$ cat src/rtl/stream_mux_pkg.sv
// Shared definitions for the stream_mux_n packet multiplexer.
//   state_e      : FSM states (IDLE = no packet open, BUSY = locked to one channel)
//   N_MIN/N_MAX  : legal range of the channel-count parameter N
//   W_MIN/W_MAX  : legal range of the per-channel data width W
package stream_mux_pkg;

  typedef enum logic {
    IDLE = 1'b0,
    BUSY = 1'b1
  } state_e;

  localparam int N_MIN = 2;
  localparam int N_MAX = 16;
  localparam int W_MIN = 1;
  localparam int W_MAX = 64;

endpackage : stream_mux_pkg

$ cat src/rtl/stream_mux_rr_arb.sv
// Round-robin candidate search for stream_mux_n.
// Finds the first asserted bit of valid_i, starting one above rr_ptr_i and
// wrapping around, so the most recently granted channel has lowest priority.
//   valid_i     : per-channel valid vector
//   rr_ptr_i    : index of the most recently granted channel
//   grant_o     : index of the chosen channel (meaningful only when any_valid_o=1)
//   any_valid_o : at least one channel is valid
module stream_mux_rr_arb #(
  parameter int N  = 4,
  parameter int CW = 2
) (
  input  logic [N-1:0]  valid_i,
  input  logic [CW-1:0] rr_ptr_i,
  output logic [CW-1:0] grant_o,
  output logic          any_valid_o
);

  always_comb begin
    int idx;
    // NOTE: every combinationally driven variable gets a default before any
    // conditional assignment, otherwise synthesis infers a latch.
    idx         = 0;
    grant_o     = '0;
    any_valid_o = 1'b0;
    for (int k = 1; k <= N; k++) begin
      idx = (int'(rr_ptr_i) + k) % N;
      if (!any_valid_o && valid_i[idx]) begin
        any_valid_o = 1'b1;
        grant_o     = CW'(idx);
      end
    end
  end

endmodule : stream_mux_rr_arb

$ cat src/rtl/stream_mux_n.sv
// N-to-1 packet-aware stream multiplexer with a one-beat output register.
// In IDLE one candidate channel is offered ready each cycle; a multi-beat
// packet locks the mux to its channel (BUSY) until the beat carrying in_last.
// Candidate selection:
//   default               : candidate = selection_line (no grant if >= N)
//   STREAM_MUX_RR_EN set  : round-robin over in_valid, selection_line ignored
// Ports:
//   clk, rst_n      : clock, asynchronous active-low reset
//   in_data         : N*W packed channel data, channel i at [i*W +: W]
//   in_valid/last   : per-channel valid and end-of-packet
//   in_ready        : per-channel ready (at most one bit set)
//   selection_line  : explicit channel select (fixed mode only)
//   out_data/valid/last/chan : registered output beat and its source channel
//   out_ready       : downstream ready
module stream_mux_n
  import stream_mux_pkg::*;
#(
  parameter  int N  = 4,
  parameter  int W  = 8,
  localparam int CW = (N > 2) ? $clog2(N) : 1
) (
  input  logic           clk,
  input  logic           rst_n,
  input  logic [N*W-1:0] in_data,
  input  logic [N-1:0]   in_valid,
  input  logic [N-1:0]   in_last,
  output logic [N-1:0]   in_ready,
  input  logic [CW-1:0]  selection_line,
  output logic [W-1:0]   out_data,
  output logic           out_valid,
  output logic           out_last,
  output logic [CW-1:0]  out_chan,
  input  logic           out_ready
);

  if (N < N_MIN || N > N_MAX || W < W_MIN || W > W_MAX) begin : g_bad_param
    $error("stream_mux_n: parameter N or W out of range");
  end

  state_e        state_q, state_d;
  logic [CW-1:0] lock_chan_q, lock_chan_d;
  logic [W-1:0]  out_data_q;
  logic          out_valid_q, out_last_q;
  logic [CW-1:0] out_chan_q;

  logic [CW-1:0] cand;
  logic          cand_ok;
  logic          can_load;
  logic          accept;
  logic          sel_last;
  logic [W-1:0]  sel_data;

  assign can_load = !out_valid_q || out_ready;

`ifdef STREAM_MUX_RR_EN
  logic [CW-1:0] rr_ptr_q, rr_ptr_d;
  logic [CW-1:0] rr_grant;
  logic          rr_any;

  stream_mux_rr_arb #(.N(N), .CW(CW)) u_rr_arb (
    .valid_i     (in_valid),
    .rr_ptr_i    (rr_ptr_q),
    .grant_o     (rr_grant),
    .any_valid_o (rr_any)
  );
`endif

  // Candidate: the locked channel in BUSY, otherwise the mode's IDLE choice.
  always_comb begin
    cand    = lock_chan_q;
    cand_ok = 1'b1;
    if (state_q == IDLE) begin
`ifdef STREAM_MUX_RR_EN
      cand    = rr_grant;
      cand_ok = rr_any;
`else
      cand    = selection_line;
      cand_ok = (int'(selection_line) < N);
`endif
    end
  end

  // Output process: ready to the candidate only; gated by rst_n so that no
  // beat is handshaken while reset is held.
  always_comb begin
    in_ready = '0;
    accept   = 1'b0;
    sel_last = 1'b0;
    sel_data = '0;
    for (int i = 0; i < N; i++) begin
      if (cand_ok && cand == CW'(i)) begin
        in_ready[i] = can_load && rst_n;
        accept      = in_valid[i] && can_load && rst_n;
        sel_last    = in_last[i];
        sel_data    = in_data[i*W +: W];
      end
    end
  end

  // Next-state process.
  always_comb begin
    state_d     = state_q;
    lock_chan_d = lock_chan_q;
    case (state_q)
      IDLE: if (accept && !sel_last) begin
        state_d     = BUSY;
        lock_chan_d = cand;
      end
      BUSY: if (accept && sel_last) state_d = IDLE;
      default: state_d = IDLE;
    endcase
  end

  // State register.
  always_ff @(posedge clk or negedge rst_n) begin
    if (!rst_n) begin
      state_q     <= IDLE;
      lock_chan_q <= '0;
    end else begin
      // NOTE: sequential state uses non-blocking assignments so every
      // register samples pre-edge values regardless of process order.
      state_q     <= state_d;
      lock_chan_q <= lock_chan_d;
    end
  end

`ifdef STREAM_MUX_RR_EN
  // Pointer moves only on the first beat of a packet (accepted in IDLE).
  assign rr_ptr_d = (accept && state_q == IDLE) ? cand : rr_ptr_q;

  always_ff @(posedge clk or negedge rst_n) begin
    if (!rst_n) rr_ptr_q <= CW'(N - 1);
    else        rr_ptr_q <= rr_ptr_d;
  end
`endif

  // One-beat output register.
  always_ff @(posedge clk or negedge rst_n) begin
    if (!rst_n) begin
      out_valid_q <= 1'b0;
      out_data_q  <= '0;
      out_last_q  <= 1'b0;
      out_chan_q  <= '0;
    end else if (accept) begin
      out_valid_q <= 1'b1;
      out_data_q  <= sel_data;
      out_last_q  <= sel_last;
      out_chan_q  <= cand;
    end else if (out_ready) begin
      out_valid_q <= 1'b0;
    end
  end

  assign out_data  = out_data_q;
  assign out_valid = out_valid_q;
  assign out_last  = out_last_q;
  assign out_chan  = out_chan_q;

endmodule : stream_mux_n
$ cat config.mk
export PLATFORM = sky130hd
export DESIGN_NAME = stream_mux_n
export DESIGN_NICKNAME = d
export VERILOG_FILES = /design/src/rtl/stream_mux_pkg.sv /design/src/rtl/stream_mux_rr_arb.sv /design/src/rtl/stream_mux_n.sv
export SDC_FILE = /design/constraint.sdc
export NUM_CORES = 1
export LEC_CHECK = 0
export CAP_MARGIN = 15
export CORE_ASPECT_RATIO = 1.1
export CORE_MARGIN = 1
export CORE_UTILIZATION = 37
export CTS_CLUSTER_DIAMETER = 100
export DETAILED_ROUTE_END_ITERATION = 8
export PLACE_DENSITY_LB_ADDON = 0.05
export RECOVER_POWER = 100
export SKIP_CTS_REPAIR_TIMING = 1
export SYNTH_ARGS = -nofsm -noshare
export SYNTH_HDL_FRONTEND = slang
export SYNTH_HIERARCHICAL = 1
export SYNTH_SLANG_ARGS = --single-unit
export TNS_END_PERCENT = 20
$ cat constraint.sdc
create_clock -name clk -period 2.3 [get_ports clk]
set_input_delay 0.46 -clock clk [delete_from_list [all_inputs] [get_ports clk]]
set_output_delay 0.46 -clock clk [all_outputs]
set_load 0.02 [all_outputs]
[Word-level counts from Yosys, hierarchy flattened]
Cells that the tools add are included.
Operators by class
  eq/ne operators: 3
  bitwise operators: 1
  reductions and logical operators: 17
  multiplexer cells: 22
Operators by type and width (number)
  $mux W8: 4
  $mux W1: 16
  $logic_and A1 B1 Y1: 11
  $eq A2 B2 Y1 const B: 2
  $eq A2 B1 Y1 const B: 1
  $logic_not A1 Y1: 2
  $logic_not A2 Y1: 1
  $mux W2: 1
  $pmux W1 S2: 1
  $reduce_and A2 Y1: 1
  $reduce_bool A2 Y1: 1
  $logic_or A1 B1 Y1: 1
  $not A1 Y1: 1
Word-level totals
  input port bits: 45
  output and inout bits: 16
  logic and storage cells: 49
  flip-flop bits (word level): 15

[Depth between registers and ports, before layout]
Gate-level depths: netlist (run 1).
  depth after elaboration: 11
  depth in mapped cells: 7
  mapped depth without buffers: 5

[Worst setup path after synthesis (run 1)]
No wires, ideal clock.
  kind: flip-flop to output port
  start: register (tool-made name)
  end: output in_ready[0]
  slack: 0.258 ns
  path buffers: 3
  required time: 1.840 ns
  data arrival time: 1.582 ns
  cell stages (with the launch flop): 6
  path through: dfrtp_1 > buf_6 > mux2_4 > buf_6 > clkbuf_1 > nor3_1
RTL lines
  end: declaration: line stream_mux_n.sv:27  | output logic [N-1:0] in_ready,

==> run summary, run 1 <==
status -> completed
starting DRC count in detailed routing -> 27
core box area -> 0.00254 sq mm
initial antenna violation count -> 0
ANT nets after route -> 0
RePlAce Congestion -> 0.830
Syn Nets -> 157
via/cell ratio -> 4.96
top post-synthesis cells by area -> dfrtp_1 37%, nand2_1 13%, mux2_4 10%, mux2_1 6.6%, a31oi_1 4.9%
Syn Area/Cell -> 9.09 sq um
Least-Margin Pin Slew -> 0.230 ns
initial core utilization -> 0.400
crit-path max FO -> 6
post-route DRC violation count -> 0
Final #Nets -> 231
I/O Pins -> 61
Pleak -> 0.818 nW
M1 wire length -> 1200 microns
Fin Setup TNS -> 0 ns
via count -> 1071
RSZ-0062 raised after global routing -> false
die height -> 57.0 microns
placed insts -> 212
post-synthesis cell count -> 112
Synth top cells by count -> 35 x nand2_1, 15 x dfrtp_1, 8 x a31oi_1, 8 x and3_1, 7 x mux2_4
DP HPWL -> 2290 microns
# rows -> 19
final WL -> 2780 microns
fin. max-slew vios -> 0
multi-input logic area -> 583 sq um
final hold vios -> 0
Min Hold Slack -> 0.495 ns
Inserted Clock Buffers -> 3
GR Overflow Total -> 0
Max clock buf depth -> 2
layout cell share with drive strength beyond 1 -> 0.146
Max transition margin -> 0.842
crit path capture type -> flip-flop
CP Data Required Time -> 2.47 ns
Routed WL per cell -> 12.9 microns
number of setup violations in the final report -> 0
Synth Cell Area -> 0.00102 sq mm
Fill cells -> 219
Worst Setup Start Kind -> flip-flop
flops & latches, synth -> 15
clock slew at reported path FFs -> 0.09 ns
Unique masters post-synth -> 24
EDFF count, synth -> 0
Fin Clk Skew -> 0.00296 ns
Fmax achieved -> 464 MHz
clk root buf -> clkbuf_4
CTS tree -> built
Critical Path AT -> 2.32 ns
Power per Cell Area -> 1150 mW/mm^2
Pre-Repair DR Iteration Count -> 4
met3 wire len -> 154 microns
sequential share of the synthesized area -> 0.369
min-delay worst type -> reg -> reg
number of global-route vias before repair -> 1092
Worst Setup Slack, final -> 0.145 ns
pin count of the biggest net entering global routing -> 17
sequential cell area -> 375 sq um
Main synth FF type -> dfrtp_1
biggest area consumer among synthesized cells -> dfrtp_1
Antenna Cells -> 0
FFs w/ async S/R, synth -> 1.00
port bufs -> 60
overall power -> 2.01 mW
top-count cell post-synth -> nand2_1
worst vdd ir -> 0.686 mV
top cell type's share of synthesized area -> 0.369
Total GRT Usage -> 0.210
Synth Warn # -> 6
Die Wd -> 52.0 microns
metal2 WL -> 1390 microns
H-Tree Depth -> 1
layout overhead on the synthesized area -> 71.3%
first-pass GRT wire length -> 4640 microns
max-cap viol count -> 0
crit path kind -> reg -> reg
die area -> 0.00297 sq mm
# clock sinks -> 15
pre-CTS WS -> -0.316 ns
DR top layer -> met4
worst skew pair latency -> 0.28 ns
fin crit share -> 0.937
post-layout min period -> 2.15 ns
final cell count without fillers -> 216
[power breakdown]
group	leakage, nW	internal, mW	switching (mW)	total, mW
Clock	0.0150	0.0673	0.0864	0.154
Combinational	0.624	0.711	0.657	1.37
Sequential	0.179	0.398	0.0882	0.486
[area by class of cell]
| class | instances | share of cell area |
|---|---|---|
| inverters | 1 | 0.00215 |
| repair buffers | 77 | 0.411 |
| clock buffers | 4 | 0.0151 |
| multi-input cells | 88 | 0.334 |
| well taps | 31 | 0.0222 |
| flip-flops and latches | 15 | 0.215 |
[cell families (layout without fill, tap and decap cells)]
kind of cell,Yosys count,count (layout),synth area share
mux,19,19,0.241
flops,15,15,0.369
simple gates,54,54,0.240
compound gates,15,15,0.0946
buf+inv,9,82,0.0565
[final timing paths]
kind | slack, ns | startpoint | cells past startpoint | endpoint
max | 0.15 | flip-flop | 6 | lock_chan_q[1]$_DFFE_PN0P_
min | 0.50 | out_data[3]$_DFFE_PN0N_ | 1 | out_data[3]$_DFFE_PN0N_
min reg2reg | 0.50 | out_data[3]$_DFFE_PN0N_ | 1 | out_data[3]$_DFFE_PN0N_
max reg2reg | 0.15 | flip-flop | 6 | lock_chan_q[1]$_DFFE_PN0P_
max in group asynchronous | 1.52 | rst_n | 2 | lock_chan_q[1]$_DFFE_PN0P_
min in group asynchronous | 0.60 | rst_n | 2 | out_data[5]$_DFFE_PN0N_
[worst max-delay path, cell delays in order (launching register included)]
cell,delay (ns)
dfrtp_1,0.44
buf_4,0.21
mux2i_4,0.31
o21ai_0,0.13
a211o_1,0.35
a211oi_2,0.27
mux2_1,0.35
[metrics by stage]
| stage | util | area [sq um] |
|---|---|---|
| floorplan | - | 1020 |
| global placement | 0.682 | 1740 |
| detailed placement | 0.682 | 1740 |
| CTS | 0.693 | 1760 |
| global route | 0.686 | 1740 |
| finish | 0.686 | 1740 |
[per-layer routing]
layer,up-vias,global-route usage
met2,42,0.383
met1,491,0.244
met5,-,0
li1,534,-
met3,4,0.0320
met4,0,0.0695
[layout by cell type, fill, tap and decap left out, drive strengths merged, types with 3 or more instances in the layout]
master	netlist	routed
a31oi	8	8
and3	8	8
buf	5	17
clkbuf	3	7
clkdlybuf4s50	0	41
dfrtp	15	15
dlygate4sd3	0	13
dlymetal6s2s	0	3
mux2	13	13
mux2i	6	6
nand2	35	35
nand3	4	4
nor3	3	3
o21ai	4	4
[state kept, by name (all words and copies together), names as in the netlist, named ones only]
| signal | flops |
|---|---|
| out_chan | 2 |
| out_data | 8 |
| out_last | 1 |
| out_valid | 1 |
| lock_chan_q | 2 |
No activity file was read; power rests on OpenSTA's default activity.
==> run 2, diff against run 1 <==
Settings changed: ABC_CLOCK_PERIOD_IN_PS from default to 2300.
==> results of run 2 <==
No change in the layout: final DEF, timing and power equal those of run 1.
